===== src/rtl/serial_adder_pkg.sv =====
// Shared state encoding and default width for the bit-serial adder.
package serial_adder_pkg;

  localparam logic [1:0] ST_IDLE  = 2'd0;
  localparam logic [1:0] ST_SHIFT = 2'd1;
  localparam logic [1:0] ST_DONE  = 2'd2;

  localparam int unsigned SA_WIDTH_DEF = 8;

  typedef enum logic [1:0] {
    StIdle  = ST_IDLE,
    StShift = ST_SHIFT,
    StDone  = ST_DONE
  } sa_state_e;

endpackage


===== src/rtl/fa_bit.sv =====
// Combinational single-bit full adder cell.
module fa_bit (
  input  logic Ain,
  input  logic Bin,
  input  logic Cin,
  output logic Sum,
  output logic Cout
);

  assign Sum  = Ain ^ Bin ^ Cin;
  assign Cout = (Ain & Bin) | (Cin & (Ain ^ Bin));

endmodule


===== src/rtl/serial_adder.sv =====
// Bit-serial WIDTH-bit adder: one full-adder cell, LSB first, one bit per clock.
module serial_adder
  import serial_adder_pkg::*;
#(
  parameter int unsigned WIDTH = SA_WIDTH_DEF
) (
  input  logic             clk,
  input  logic             rst_n,
  input  logic             start,
  input  logic [WIDTH-1:0] a_in,
  input  logic [WIDTH-1:0] b_in,
  input  logic             cin_in,
  output logic             busy,
  output logic             done,
  output logic [WIDTH-1:0] sum_out,
  output logic             cout_out
);

  localparam int unsigned CntW = $clog2(WIDTH);
  localparam logic [CntW-1:0] CntLast = CntW'(WIDTH - 1);

  sa_state_e        state_q, state_d;
  logic [WIDTH-1:0] a_sr_q, a_sr_d;
  logic [WIDTH-1:0] b_sr_q, b_sr_d;
  logic [WIDTH-1:0] sum_sr_q, sum_sr_d;
  logic [WIDTH-1:0] sum_out_q, sum_out_d;
  logic             carry_q, carry_d;
  logic             cout_q, cout_d;
  logic [CntW-1:0]  cnt_q, cnt_d;
  logic             cell_sum, cell_cout;

  fa_bit u_fa_bit (
    .Ain  (a_sr_q[0]),
    .Bin  (b_sr_q[0]),
    .Cin  (carry_q),
    .Sum  (cell_sum),
    .Cout (cell_cout)
  );

  always_comb begin
    state_d   = state_q;
    a_sr_d    = a_sr_q;
    b_sr_d    = b_sr_q;
    sum_sr_d  = sum_sr_q;
    sum_out_d = sum_out_q;
    carry_d   = carry_q;
    cout_d    = cout_q;
    cnt_d     = cnt_q;
    unique case (state_q)
      StIdle: begin
        if (start) begin
          a_sr_d   = a_in;
          b_sr_d   = b_in;
          carry_d  = cin_in;
          cnt_d    = '0;
          sum_sr_d = '0;
          state_d  = StShift;
        end
      end
      StShift: begin
        a_sr_d   = a_sr_q >> 1;
        b_sr_d   = b_sr_q >> 1;
        sum_sr_d = {cell_sum, sum_sr_q[WIDTH-1:1]};
        carry_d  = cell_cout;
        if (cnt_q == CntLast) begin
          // Last bit: publish result; counter left at its final value so it never wraps.
          sum_out_d = {cell_sum, sum_sr_q[WIDTH-1:1]};
          cout_d    = cell_cout;
          state_d   = StDone;
        end else begin
          cnt_d = cnt_q + 1'b1;
        end
      end
      StDone:  state_d = StIdle;
      default: state_d = StIdle;
    endcase
  end

  always_ff @(posedge clk or negedge rst_n) begin
    if (!rst_n) begin
      state_q   <= StIdle;
      a_sr_q    <= '0;
      b_sr_q    <= '0;
      sum_sr_q  <= '0;
      sum_out_q <= '0;
      carry_q   <= 1'b0;
      cout_q    <= 1'b0;
      cnt_q     <= '0;
    end else begin
      state_q   <= state_d;
      a_sr_q    <= a_sr_d;
      b_sr_q    <= b_sr_d;
      sum_sr_q  <= sum_sr_d;
      sum_out_q <= sum_out_d;
      carry_q   <= carry_d;
      cout_q    <= cout_d;
      cnt_q     <= cnt_d;
    end
  end

  assign busy     = (state_q != StIdle);
  assign done     = (state_q == StDone);
  assign sum_out  = sum_out_q;
  assign cout_out = cout_q;

endmodule


===== config.mk =====
export PLATFORM = sky130hd
export DESIGN_NAME = serial_adder
export DESIGN_NICKNAME = d
export VERILOG_FILES = /design/src/rtl/serial_adder_pkg.sv /design/src/rtl/fa_bit.sv /design/src/rtl/serial_adder.sv
export SDC_FILE = /design/constraint.sdc
export NUM_CORES = 1
export LEC_CHECK = 0
export ABC_AREA = 1
export ABC_CLOCK_PERIOD_IN_PS = 1400
export BUFFER_PORTS_ARGS = -buffer_cell sky130_fd_sc_hd__buf_2
export CORE_MARGIN = 2
export CORE_UTILIZATION = 25
export CTS_CLUSTER_DIAMETER = 80
export DETAILED_ROUTE_END_ITERATION = 10
export SYNTH_ARGS = -nofsm -noshare
export SYNTH_HDL_FRONTEND = slang
export SYNTH_HIERARCHICAL = 1
export SYNTH_SLANG_ARGS = --single-unit

===== constraint.sdc =====
create_clock -name clk -period 1.4 [get_ports clk]
set_input_delay 0.28 -clock clk [delete_from_list [all_inputs] [get_ports clk]]
set_output_delay 0.28 -clock clk [all_outputs]
set_load 0.01 [all_outputs]

==> summary.md, run 1 <==
| Metric | Value |
|---|---|
| Status | `completed` |
| # IOs | `31` |
| Slew headroom | `81.0%` |
| Post-layout min period | `1.38 ns` |
| Synth top area cells | `dfrtp_1, nand2_1, nand3_1` |
| CP Buf/Inv Count | `2` |
| Leak Pwr | `1.18 nW` |
| Clock slew at reported path FFs | `0.07 ns` |
| Synth Area in Simple Gates | `31.2%` |
| Setup violators final | `0` |
| Global-route wire length before repair | `6.46 mm` |
| Layout Nets | `276` |
| Grt ovf | `0` |
| Initial DRC count | `53` |
| Synth top area share | `55.4%` |
| PortBufs | `30` |
| Maxcap violations | `0` |
| Mean area per synthesized cell | `8.07 um2` |
| CP Max Fanout | `13` |
| ANT nets after route | `0` |
| Residual DRC | `0` |
| Reg power frac | `41.2%` |
| Syn_nets | `236` |
| Vias in the first global route | `1384` |
| Placed insts | `324` |
| Mux share of post-synthesis cell area | `0%` |
| Final cell count without fillers | `334` |
| Clock buffer depth | `2` |
| Share of layout cells above drive strength 1 | `22.4%` |
| Period utilization | `98.5%` |
| CTS tree | `done` |
| Worst-Margin Slew | `0.285 ns` |
| Netlist Area Pre-Place | `1720 um2` |
| Initial antenna violation count | `0` |
| Biggest area consumer among synthesized cells | `dfrtp_1` |
| Max VDD drop | `0.000815 V` |
| Routability Congestion | `0.738` |
| Req. time, crit path | `1.12 ns` |
| Fin worst setup slack | `0.0215 ns` |
| Delay-heaviest family, CP | `flip-flops` |
| Synthesized-area fraction occupied by adder cells | `2.62%` |
| Switching share of power | `39.2%` |
| TritonCTS Sinks | `38` |
| Routed len/inst | `11.6 um` |
| Crit end category | `primary output` |
| CP Launch Type | `flop` |
| Die width | `86.9 um` |
| Most common cell after layout, fill and taps aside | `nand2_1` |
| Class of the worst hold path | `in2reg` |
| Largest net degree at the start of global routing | `39` |
| Slowest CP cell | `dfrtp_2` |
| Syn. warnings | `6` |
| Area fraction in compound gates after synthesis | `4.59%` |
| Initial Util | `25.6%` |
| Slew Limit Fails | `0` |
| Core outline area | `6720 um2` |
| H-Tree Depth | `2` |
| Area Growth Syn to Fin | `24.6%` |
| RSZ-0062 raised after global routing | `yes` |
| PwrDens | `2100 nW/um2` |
| Post-Synthesis Cells | `213` |
| Setup_tns | `0 ns` |
| Crit-path cells | `buf_6 > nor2_1 > buf_2` |
| Internal | `2.74 mW` |
| CTS Root Cell | `clkbuf_8` |
| Register area share after synthesis | `55.4%` |
| Worst r2r path cells | `6` |
| Detail-routed via count per cell | `4.31` |
| Hold path cells | `3` |
| XOR/XNOR Fraction of Synth Area | `0%` |
| Die H | `86.9 um` |
| Setup CP Type | `reg2out` |
| Hold slack | `0.240 ns` |
| TritonRoute pass-1 iters | `4` |
| Dpl hpwl | `2.71 mm` |
| Peak Freq | `725 MHz` |
| N_diodes | `0` |
| Pre-CTS WS | `0.101 ns` |
| Floorplan row count | `30` |
| DR vias | `1439` |
| Power, Total | `4.50 mW` |
| Main combinational cell family by area after synthesis | `simple AND/OR/NAND/NOR gates` |
| Die area | `7550 um2` |
| Switching pwr | `1.76 mW` |
| Total GRT Usage | `11.1%` |
| CTS buffer count | `5` |
| Final Hold Violating Endpoints | `0` |
| Clk_lat worst skew | `0.28 ns` |
| Largest stage delay, worst path | `0.44 ns` |
| Post-synth cell types | `17` |
| Combinational share of power | `41.7%` |
| Crit path arrival time | `1.10 ns` |
| Synthesized flop and latch total | `38` |
| Final WL | `3.89 mm` |
| Most frequent cells in the layout | `nand2_1, dfrtp_1, buf_2` |
| Crit path depth | `3` |
| Clock power share | `17.1%` |
| Setup Skew | `0.00363 ns` |
[power groups by stage]
stage,clock (mW),combinational (mW),sequential (mW)
after global routing,0.849,2.18,1.91
after global placement,0,1.80,1.86
after detailed placement,0,1.85,1.88
after CTS,0.796,1.90,1.86
final,0.769,1.87,1.86
after floorplan,0,1.21,1.87
[synthesized netlist by cell type]
| library cell | n |
|---|---|
| buf_2 | 7 |
| buf_4 | 2 |
| clkbuf_1 | 1 |
| dfrtp_1 | 38 |
| fa_1 | 1 |
| ha_1 | 2 |
| inv_1 | 13 |
| inv_2 | 1 |
| nand2_1 | 106 |
| nand2_2 | 1 |
| nand3_1 | 20 |
| nand4_1 | 3 |
| nor2_1 | 2 |
| nor2_2 | 1 |
| o21ai_0 | 7 |
| o21ai_1 | 7 |
| o21ai_2 | 1 |
[worst paths after layout]
check,startpoint,end,slack (ns)
worst min register to register,a_sr_q[7],a_sr_q[7],0.48
worst min-delay path,a_in[7],a_sr_q[7],0.24
worst max register to register,cnt_q[0],cnt_q[2],0.10
min in group asynchronous,rst_n,sum_out[1],0.49
worst max-delay path,state_q[0],done,0.02
max in group asynchronous,rst_n,state_q[0],0.70
[state kept, by name, summed over array words and instances, names as in the netlist]
name	flops
cout_out	1
cnt_q	3
sum_sr_q	7
b_sr_q	8
a_sr_q	8
sum_out	8
state_q	2
carry_q	1
[worst register-to-register path, delay by kind of cell (launching register included)]
| family | cells | cell delay [ns] |
|---|---|---|
| fa+ha+maj | 2 | 0.43 |
| simple gates | 3 | 0.24 |
| buf+inv | 1 | 0.13 |
| flops | 1 | 0.40 |
[through the flow]
step                      area (um2)  utilization [%]
after global placement          2020             30.1
after floorplan                 1720                -
final                           2140             31.9
after CTS                       2140             31.8
after detailed placement        2020             30.1
after global routing            2140             31.9
[area by class of cell]
class / instances / area (um2)
clock buffers: 7 / 86.3
multi-input cells: 151 / 666
flip-flops and latches: 38 / 952
inverters: 14 / 52.6
fillers: 707 / 4580
repair buffers: 43 / 279
well taps: 80 / 100
clock inverters: 1 / 5.00
[cells by family after synthesis]
| kind of cell | after synthesis |
|---|---|
| AOI/OAI and AO/OA | 15 |
| adders and majority gates | 3 |
| buffers and inverters | 24 |
| DFF | 38 |
| and+or+nand+nor | 133 |
[layer usage]
metal  track usage (%)  share of wire [%]  up-vias
li1                  -                  -      744
met5                 0                  0        -
met1              14.4                 47      664
met3              3.32                4.0        4
met2              17.5                 48       27
met4              3.98               0.64        0
[what timing repair did]
| action | 4_1_cts | 5_1_grt |
|---|---|---|
| hold endpoints to repair | 38 | 0 |
| resized for setup | 2 | 3 |
| buffers inserted | 1 | 0 |
| hold buffers | 1 | 0 |
| setup endpoints to repair | 2 | 5 |
(Power assumes the default switching activity.)
==> run 2, diff against run 1 <==
--- a/config.mk
+++ b/config.mk
@@ -7,7 +7,7 @@
 export LEC_CHECK = 0
 export ABC_AREA = 1
 export ABC_CLOCK_PERIOD_IN_PS = 1400
-export BUFFER_PORTS_ARGS = -buffer_cell sky130_fd_sc_hd__buf_2
+export BUFFER_PORTS_ARGS = -buffer_cell sky130_fd_sc_hd__buf_4
 export CORE_MARGIN = 2
 export CORE_UTILIZATION = 25
 export CTS_CLUSTER_DIAMETER = 80
==> run 2 against run 1 <==
Critical path type unchanged; via count grew 2.7%; power up 10%; highest routed layer unchanged; first-iteration DRC count increased by 47%; maximum frequency shrank 0.22%; sequential power is essentially flat.
==> summary.md, run 2 (synthesis results as in run 1) <==
| Metric | Value |
|---|---|
| Status | `completed` |
| Maxcap violations | `0` |
| Global-route wire length before repair | `6.88 mm` |
| Max VDD drop | `0.000707 V` |
| Slew headroom | `68.4%` |
| Dpl hpwl | `2.60 mm` |
| Post-DP Area | `2100 um2` |
| Critical R2R Capture | `a_sr_q[1]` |
| Setup Skew | `0.00532 ns` |
| Residual DRC | `0` |
| Largest stage delay, worst path | `0.42 ns` |
| Setup_tns | `0 ns` |
| Placed insts | `326` |
| Most common cell after layout, fill and taps aside | `nand2_1` |
| Setup CP Type | `reg2out` |
| CP Launch Type | `flop` |
| Clk_lat worst skew | `0.29 ns` |
| Die width | `86.9 um` |
| GR Util met1 | `15.1%` |
| Crit end category | `primary output` |
| Critical Path End | `busy` |
| Top cell by count, worst path | `buf_6` |
| Worst r2r path cells | `8` |
| Req. time, crit path | `1.12 ns` |
| Hold slack | `0.232 ns` |
| Share of layout cells above drive strength 1 | `25.7%` |
| RSZ-0062 raised after global routing | `yes` |
| Worst-Margin Slew | `0.473 ns` |
| Fill count | `692` |
| Peak Freq | `724 MHz` |
| CTS buffer count | `5` |
| Floorplan row count | `30` |
| Detail-routed via count per cell | `4.33` |
| N_diodes | `0` |
| Core outline area | `6720 um2` |
| CP Max Fanout | `2` |
| Crit path arrival time | `1.10 ns` |
| H-Tree Depth | `2` |
| Worst Setup SP | `state_q[1]` |
| Die area | `7550 um2` |
| Area Growth Syn to Fin | `34.5%` |
| PwrDens | `2150 nW/um2` |
| Grt ovf | `0` |
| Routability Congestion | `0.745` |
| Total GRT Usage | `11.8%` |
| Final WL | `3.91 mm` |
| Reg2reg setup slack | `0.09 ns` |
| Final cell count without fillers | `341` |
| TritonRoute pass-1 iters | `4` |
| TritonCTS Sinks | `38` |
| Post-layout min period | `1.38 ns` |
| Clock buffer depth | `2` |
| CTS tree | `done` |
| PortBufs | `30` |
| Crit-path cells | `buf_6 > nor2_4 > inv_2 > buf_6` |
| Layout Nets | `284` |
| Most frequent cells in the layout | `nand2_1, buf_4, dfrtp_1` |
| # IOs | `31` |
| DR vias | `1478` |
| Die H | `86.9 um` |
| Final Hold Violating Endpoints | `0` |
| Initial Util | `25.6%` |
| Finished Cell Area | `2310 um2` |
| Vias in the first global route | `1463` |
| Met2 Usage GRT | `18.5%` |
| Leak Pwr | `1.25 nW` |
| Initial DRC count | `78` |
| Largest net degree at the start of global routing | `39` |
| Slew Limit Fails | `0` |
| Class of the worst hold path | `in2reg` |
| Met3 Usage GRT | `3.32%` |
| Setup violators final | `0` |
| Initial antenna violation count | `0` |
| Routed len/inst | `11.5 um` |
| Period utilization | `98.7%` |
| Busiest grt layer | `met2` |
| ANT nets after route | `0` |
| CTS Root Cell | `clkbuf_8` |
| Clock slew at reported path FFs | `0.08 ns` |
| R2r startpoint | `state_q[0]` |
| Slowest CP cell | `dfrtp_1` |
## run 2: layer usage
metal	share of wire (%)	wire, um
met5	0	0
met2	47	1840
met4	1.2	46
met3	5.2	205
met1	47	1820
## run 2: metrics by stage
| stage | setup slack, ns | utilization [%] | total power [mW] |
|---|---|---|---|
| final | 0.0185 | 34.4 | 4.96 |
| after global routing | -0.0306 | 34.4 | 5.41 |
| after CTS | 0.000413 | 34.1 | 4.95 |
| after detailed placement | 0.122 | 31.2 | 3.83 |
| after global placement | 0.143 | 31.2 | 3.79 |
| after floorplan | 0.143 | - | 3.08 |
## run 2: worst min path at each step
stage / from / to / slack [ns] / cells past startpoint
final: b_in[7] / b_sr_q[7] / 0.23 / 3
after global routing: b_in[7] / b_sr_q[7] / 0.23 / 3
after CTS: b_in[7] / b_sr_q[7] / 0.23 / 3
after detailed placement: rst_n / sum_sr_q[2] / 0.28 / 1
after global placement: rst_n / sum_out[2] / 0.28 / 1
after floorplan: rst_n / a_sr_q[0] / -0.02 / 0
## run 2: timing repair
item / 4_1_cts / 5_1_grt
hold endpoints to repair: 38 / 0
setup buffers: 6 / 2
gates cloned: 0 / 0
endpoints found under the setup margin: 2 / 14
hold buffers: 1 / 0
pin swaps: 1 / 1
gates resized for setup: 8 / 5
## run 2: report_power, final
group | switching, mW | leakage, nW | internal [mW]
Clock | 0.388 | 0.0573 | 0.570
Combinational | 1.15 | 0.711 | 0.981
Sequential | 0.290 | 0.484 | 1.58
Total | 1.83 | 1.25 | 3.13
## run 2: final cells by class
class	count	area [um2]	area share (%)
Inverter	14	52.6	2.28
Timing Repair Buffer	51	417	18.0
Multi-Input combinational cell	151	676	29.3
Clock inverter	1	30.0	1.30
Clock buffer	6	82.6	3.58
Tap cell	80	100	4.33
Sequential cell	38	952	41.2
## run 2: worst max-delay path, delay by kind of cell (launching register included)
family,cells,cell delay (ns)
DFF,1,0.42
buffers and inverters,3,0.29
and+or+nand+nor,1,0.10
==> run 3, diff against run 2 <==
--- a/config.mk
+++ b/config.mk
@@ -8,6 +8,7 @@
 export ABC_AREA = 1
 export ABC_CLOCK_PERIOD_IN_PS = 1400
 export BUFFER_PORTS_ARGS = -buffer_cell sky130_fd_sc_hd__buf_4
+export CORE_ASPECT_RATIO = 0.9
 export CORE_MARGIN = 2
 export CORE_UTILIZATION = 25
 export CTS_CLUSTER_DIAMETER = 80
==> run 3 against run 2 <==
Count of clock-buffer cells in the layout is 1 lower; non-clock buffer count down 6; final cell count is 1.5% higher; die area about the same; first-iteration DRC count grew 29%; worst setup slack better by 0.019 ns; core utilization rose by 0.24 points; wire length decreased by 3.0%; maximum frequency rose by 1.4%; sequential power barely moved; largest cell class unchanged; critical path depth fell by 1; via count is 3.2% lower.
==> summary.md, run 3 (synthesis results as in run 1) <==
| Metric | Value |
|---|---|
| Post-DP Area | `2100 um2` |
| Largest stage delay, worst path | `0.45 ns` |
| TritonRoute pass-1 iters | `4` |
| Peak Freq | `734 MHz` |
| Die width | `91.4 um` |
| Total GRT Usage | `10.7%` |
| RSZ-0062 raised after global routing | `yes` |
| CP Launch Type | `flop` |
| CTS Root Cell | `clkbuf_8` |
| N_diodes | `0` |
| Core outline area | `6620 um2` |
| Initial antenna violation count | `0` |
| # IOs | `31` |
| Routability Congestion | `0.705` |
| Most frequent cells in the layout | `nand2_1, buf_4, dfrtp_1` |
| Initial DRC count | `101` |
| Initial Util | `25.9%` |
| Maxcap violations | `0` |
| Final WL | `3.79 mm` |
| Clock buffer depth | `2` |
| Dpl hpwl | `2.68 mm` |
| Setup CP Type | `reg2out` |
| CP Max Fanout | `4` |
| Routed len/inst | `11.0 um` |
| Clk_lat worst skew | `0.29 ns` |
| Class of the worst hold path | `in2reg` |
| CTS buffer count | `5` |
| Share of layout cells above drive strength 1 | `23.8%` |
| Slew Limit Fails | `0` |
| Detail-routed via count per cell | `4.14` |
| PwrDens | `2170 nW/um2` |
| Slew headroom | `67.8%` |
| Finished Cell Area | `2290 um2` |
| Delay-heaviest family, CP | `flip-flops` |
| Power, Total | `4.98 mW` |
| Die area | `7550 um2` |
| Largest net degree at the start of global routing | `39` |
| Area Growth Syn to Fin | `33.4%` |
| Crit end category | `primary output` |
| Status | `completed` |
| Crit path arrival time | `1.08 ns` |
| Residual DRC | `0` |
| DR vias | `1431` |
| Final Hold Violating Endpoints | `0` |
| Setup violators final | `0` |
| Post-layout min period | `1.36 ns` |
| Period utilization | `97.3%` |
| Max VDD drop | `0.000674 V` |
| Clock slew at reported path FFs | `0.08 ns` |
| Core Util, Final | `34.6%` |
| Placed insts | `334` |
| Slowest CP cell | `dfrtp_2` |
| CP Buf/Inv Count | `2` |
| TritonCTS Sinks | `38` |
| Final cell count without fillers | `346` |
| Worst-Margin Slew | `0.483 ns` |
| Setup Skew | `0.00758 ns` |
| H-Tree Depth | `2` |
| Vias in the first global route | `1410` |
| Floorplan row count | `28` |
| PortBufs | `30` |
| CTS tree | `done` |
| Global-route wire length before repair | `6.38 mm` |
| Die H | `82.6 um` |
| Grt ovf | `0` |
| Crit-path cells | `nor2_4 > inv_1 > buf_4` |
| Leak Pwr | `1.23 nW` |
| Most common cell after layout, fill and taps aside | `nand2_1` |
| Layout Nets | `278` |
| ANT nets after route | `0` |
| Req. time, crit path | `1.12 ns` |
[run 3: cell count changes in the layout (fill, tap and decap cells not counted), sizes merged]
cell,change
buf,-6
bufinv,+1
clkbuf,-1
clkinv,+1
[run 3: power by group]
group / switching [mW] / internal [mW]
combinational: 1.12 / 0.879
sequential: 0.287 / 1.58
clock: 0.407 / 0.714
[run 3: through the flow]
step	setup WS (ns)	hold slack (ns)	TNS, ns
after floorplan	0.143	-0.0156	0
after global placement	0.123	0.277	0
after detailed placement	0.115	0.281	0
after CTS	0.0151	0.213	0
after global routing	-0.0236	0.236	-0.0444
final	0.0374	0.221	0
[run 3: metal layers]
| metal | part of all wire [%] | track usage [%] | vias to the layer above |
|---|---|---|---|
| met5 | 0 | 0 | - |
| met4 | 0.40 | 3.79 | 0 |
| met3 | 3.5 | 3.27 | 2 |
| met2 | 47 | 17.1 | 27 |
| met1 | 49 | 13.8 | 657 |
| li1 | - | - | 745 |
[run 3: layout make-up]
class	count	area (um2)
fill	683	4330
sequential	38	953
multi-input combinational	151	676
timing repair buffer	45	360
tap	90	113
clock buffer	5	68.8
clock inverter	3	68.8
inverter	14	52.6
[run 3: worst paths after layout]
check	cells after the start	to	start	slack, ns
max	3	busy	state_q[1]	0.04
min	3	a_sr_q[7]	a_in[7]	0.22
max reg2reg	5	a_sr_q[2]	state_q[0]	0.10
min reg2reg	2	b_sr_q[4]	b_sr_q[4]	0.48
max in group asynchronous	2	state_q[1]	rst_n	0.55
min in group asynchronous	2	sum_out[4]	rst_n	0.48
[run 3: worst reg2reg max path: cells and delay by family (launching register included)]
family | cells | cell delay, ns
AO/OA/AOI/OAI | 1 | 0.24
AND/OR/NAND/NOR | 2 | 0.16
buffers and inverters | 2 | 0.35
flip-flops | 1 | 0.45
[run 3: repair_timing]
item                                   CTS  global route
hold buffers                             1             0
setup endpoints to repair                2             4
pin swaps                                0             1
buffers inserted                         1             2
endpoints found under the hold margin   38             0
resized for setup                        7             2
